File: src/rtl/td2box_seq.sv
// Sequential AES decryption T-table engine: Td2[in] via an iterative GF(2^8) inversion.
// Optional `sbox` output (raw inverse S-box byte) is enabled by defining TD2BOX_SBOX_OUT_EN.
module td2box_seq (
  input  logic        clk,
  input  logic        rst_n,
  input  logic [7:0]  in,
  input  logic        in_valid,
  output logic        in_ready,
  output logic [31:0] out,
  output logic        out_valid,
  input  logic        out_ready
`ifdef TD2BOX_SBOX_OUT_EN
  ,
  output logic [7:0]  sbox
`endif
);

  typedef enum logic [1:0] {S_IDLE, S_INV, S_MIX, S_DONE} state_e;

  state_e      state_q, state_d;
  logic [7:0]  sq_q, acc_q;
  logic [2:0]  cnt_q;
  logic [31:0] out_q;
  logic        out_valid_q;

  function automatic logic [7:0] xt(input logic [7:0] x);
    return {x[6:0], 1'b0} ^ (x[7] ? 8'h1B : 8'h00);
  endfunction

  function automatic logic [7:0] gmul(input logic [7:0] a, input logic [7:0] b);
    logic [7:0] p, s;
    p = 8'h00;
    s = a;
    for (int i = 0; i < 8; i++) begin
      if (b[i]) p = p ^ s;
      s = xt(s);
    end
    return p;
  endfunction

  logic [7:0]  inv_aff, sq2, acc_nx;
  logic [7:0]  x2, x4, x8;
  logic [31:0] packed_w;

  assign inv_aff = {in[6:0], in[7]} ^ {in[4:0], in[7:5]} ^ {in[1:0], in[7:2]} ^ 8'h05;
  assign sq2     = gmul(sq_q, sq_q);
  assign acc_nx  = gmul(acc_q, sq2);

  // After seven iterations acc holds a^254, i.e. the inverse S-box byte.
  assign x2 = xt(acc_q);
  assign x4 = xt(x2);
  assign x8 = xt(x4);
  assign packed_w = {x8 ^ x4 ^ acc_q, x8 ^ x2 ^ acc_q, x8 ^ x4 ^ x2, x8 ^ acc_q};

  always_ff @(posedge clk or negedge rst_n) begin
    if (!rst_n) state_q <= S_IDLE;
    else        state_q <= state_d;
  end

  always_comb begin
    state_d = state_q;
    unique case (state_q)
      S_IDLE: if (in_valid)    state_d = S_INV;
      S_INV:  if (cnt_q == 3'd6) state_d = S_MIX;
      S_MIX:                   state_d = S_DONE;
      S_DONE: if (out_ready)   state_d = S_IDLE;
    endcase
  end

  always_comb begin
    in_ready = (state_q == S_IDLE);
  end

  always_ff @(posedge clk or negedge rst_n) begin
    if (!rst_n) begin
      sq_q        <= 8'h00;
      acc_q       <= 8'h00;
      cnt_q       <= 3'd0;
      out_q       <= 32'h0;
      out_valid_q <= 1'b0;
    end else begin
      unique case (state_q)
        S_IDLE: if (in_valid) begin
          sq_q  <= inv_aff;
          acc_q <= 8'h01;
          cnt_q <= 3'd0;
        end
        S_INV: begin
          sq_q  <= sq2;
          acc_q <= acc_nx;
          cnt_q <= (cnt_q == 3'd6) ? 3'd0 : cnt_q + 3'd1;
        end
        S_MIX: begin
          out_q       <= packed_w;
          out_valid_q <= 1'b1;
        end
        S_DONE: if (out_ready) out_valid_q <= 1'b0;
      endcase
    end
  end

`ifdef TD2BOX_SBOX_OUT_EN
  logic [7:0] sbox_q;
  always_ff @(posedge clk or negedge rst_n) begin
    if (!rst_n)                 sbox_q <= 8'h00;
    else if (state_q == S_MIX)  sbox_q <= acc_q;
  end
  assign sbox = sbox_q;
`endif

  assign out       = out_q;
  assign out_valid = out_valid_q;

endmodule

File: config.mk
export PLATFORM = sky130hd
export DESIGN_NAME = td2box_seq
export DESIGN_NICKNAME = d
export VERILOG_FILES = /design/src/rtl/td2box_seq.sv
export SDC_FILE = /design/constraint.sdc
export NUM_CORES = 1
export LEC_CHECK = 0
export CAP_MARGIN = 10
export CORE_MARGIN = 4
export CORE_UTILIZATION = 50
export DETAILED_ROUTE_END_ITERATION = 10
export PLACE_DENSITY = 0.83
export SLEW_MARGIN = 25
export SYNTH_ARGS = -nofsm -noshare
export SYNTH_HDL_FRONTEND = slang
export SYNTH_SLANG_ARGS = --single-unit
File: constraint.sdc
create_clock -name clk -period 5.35 [get_ports clk]
set_input_delay 1.07 -clock clk [delete_from_list [all_inputs] [get_ports clk]]
set_output_delay 1.07 -clock clk [all_outputs]
set_load 0.02 [all_outputs]
==> impl_metrics.ini <==
[run_status]
status = finished, final reports clean

[route]
routed_wl_um = 9546
drt_iter0_drc = 237
firstDrtPassIters = 5
vias_per_cell = 5.617
via_count = 3179
wl_per_cell_um = 16.87
drt.antenna.violating_nets = 0
drc_errors = 0

[floorplanning]
die_h_um = 98.94
die-area_um2 = 9789
io_pins = 46
core-area_um2 = 7888
rows = 32
fp.dieW_um = 98.94
start_util_pct = 52.43

[placement]
placed_cells = 558
io_buffers = 45
placed_area_um2 = 4584
place_congestion = 0.9107
place_ws_ns = 1.956
hpwl_um = 6634

[setup_path]
required_ns = 5.57
timing.critical_path.buf_inv = 0
reg2reg_depth = 9
crit_chain = ha_1, nand2b_1, o21ai_0, a211o_1, xnor2_1, nand2_1, xnor2_1, xor3_1, o21ai_0
slowest_stage = xnor2_1
rrSetupSlack_ns = 1.83
cp-start-kind = flip-flop
cp_num_cells = 9
endpoint_kind = flip-flop
crit_fanout = 17
slowest_delay_ns = 0.77
arrival_ns = 3.74
worstSetupPathType = reg2reg
rr_endpoint = acc_q[3]$_DFFE_PN0P_
r2r_start = sq_q[7]$_DFFE_PN0P_
critical-path-top-delay-family = XOR/XNOR gates

[sta]
finClkSkew_ns = 0.005602
maxSlewViolCount = 0
hold_violations = 0
fmax_mhz = 283.9
setup_tns_ns = 0
worstMarginPinSlew_ns = 0.9978
fin_crit_ns = 3.523
rsz0062_at_grt = false
slew_headroom_pct = 33.26
setup_violations = 0
timing.final.crit_share_pct = 65.85
setup_slack_ns = 1.827

[grt]
antenna_found_initial = 0
grt_pass1_wl_um = 16360
grt_usage_pct = 20.36
grt_max_degree = 55
grt_pass1_vias = 3324
overflow = 0

[logic_synthesis]
synth_edf_count = 0
synth_area_per_cell_um2 = 9.463
ys_warn_count = 0
synth_nets = 454
syn_area_um2 = 4135
synth_top_area_cell = dfrtp_1
yosysMostFrequentCell = xnor2_1
ys_types = 50
synthArstFlopShare_pct = 100.0
synth-seq-area-share_pct = 32.68
synth_flop_cell = dfrtp_1
synth_commonest_cells = xnor2_1, dfrtp_1, nand2_1
synthTopCellsByArea = dfrtp_1, xnor2_1, xor2_1
synth_top_area_share_pct = 32.68
synth_cells = 437
ys_seq_elements = 54

[cells_and_area]
n_antenna_cell = 0
fin_cells = 566
stdcell_area_um2 = 4713
fin_nets = 480
drive_gt1_share_pct = 8.621
area_growth_pct = 13.98
nFillCells = 663

[min_path]
holdPathEnd = out[0]$_DFFE_PN0P_
hold_start = out[0]$_DFFE_PN0P_
whs_path_depth = 1
min_path_type = reg2reg

[job]
cap_violations = 0

[cts]
clkSinkCount = 54
path_clk_slew_ns = 0.10
cts_inserted_buffers = 5
cts_setup_buffers = 0
clk_latency_ns = 0.32
clockBufferDepth = 2
post_cts_resized = 0
cts_hold_buf = 0
htreeDepth = 2
cts_tree = done
cts_root_buffer = clkbuf_8
## flip-flops by register name, summed over array words and instances, names as in the netlist
name / count
out_valid: 1
sq_q: 8
cnt_q: 3
acc_q: 8
out: 32
state_q: 2
## cell families (layout without fill, tap and decap cells)
family                     after synthesis  in the layout  synth area share [%]
AOI/OAI and AO/OA                       73             73                 10.71
xor gates and xnor gates               125            125                 32.44
adders and majority gates                5              5                 1.513
buffers and inverters                   37             64                 4.236
DFF                                     54             54                 32.68
muxes                                   20             20                 5.355
and+or+nand+nor                        123            123                 13.07
## placed cells by master, fill, tap and decap left out, drive strengths merged, types with 3 or more instances in the layout
master / n
xnor2: 82
dfrtp: 54
nand2: 49
nor2: 48
clkdlybuf4s50: 44
xor2: 31
a21oi: 27
o21ai: 18
mux2: 17
inv: 11
xnor3: 10
nand3: 6
clkbuf: 6
nand2b: 5
ha: 5
o21a: 4
nor2b: 4
a31oi: 3
mux2i: 3
a22oi: 3
o211ai: 3
o22ai: 3
## cell type report
cell class | count | area [µm²] | share of cell area (%)
Multi-Input combinational cell | 346 | 2623 | 55.64
Clock buffer | 6 | 82.58 | 1.752
Inverter | 10 | 37.54 | 0.7964
Timing Repair Buffer | 46 | 452.9 | 9.610
Sequential cell | 54 | 1351 | 28.67
Clock inverter | 2 | 38.79 | 0.8229
Tap cell | 102 | 127.6 | 2.708
## layer usage
metal	GRT usage [%]	vias up	wire, µm
li1	-	1498	-
met1	26.66	1524	4082
met2	34.19	136	4768
met3	3.185	21	501
met4	7.143	0	193
met5	0	-	0
## how the worst max path moves through the flow
stage	startpoint	to	slack (ns)
after CTS	sq_q[7]$_DFFE_PN0P_	acc_q[3]$_DFFE_PN0P_	1.93
final	sq_q[7]$_DFFE_PN0P_	acc_q[3]$_DFFE_PN0P_	1.83
after global routing	sq_q[7]$_DFFE_PN0P_	acc_q[3]$_DFFE_PN0P_	1.45
after floorplan	sq_q[0]$_DFFE_PN0P_	acc_q[1]$_DFFE_PN0P_	2.51
after global placement	sq_q[7]$_DFFE_PN0P_	acc_q[4]$_DFFE_PN0P_	2.17
after detailed placement	sq_q[7]$_DFFE_PN0P_	acc_q[3]$_DFFE_PN0P_	1.96
## metrics by stage
step	utilization [%]	hold slack, ns
final	59.76	0.4875
after global routing	59.76	0.5274
after CTS	59.66	0.4947
after detailed placement	58.12	0.4696
after global placement	58.07	0.4667
after floorplan	-	0.5146
Power is left out: the tool's default activity adds up to more than one toggle a clock period on the data nets, which glitch-free logic cannot reach.
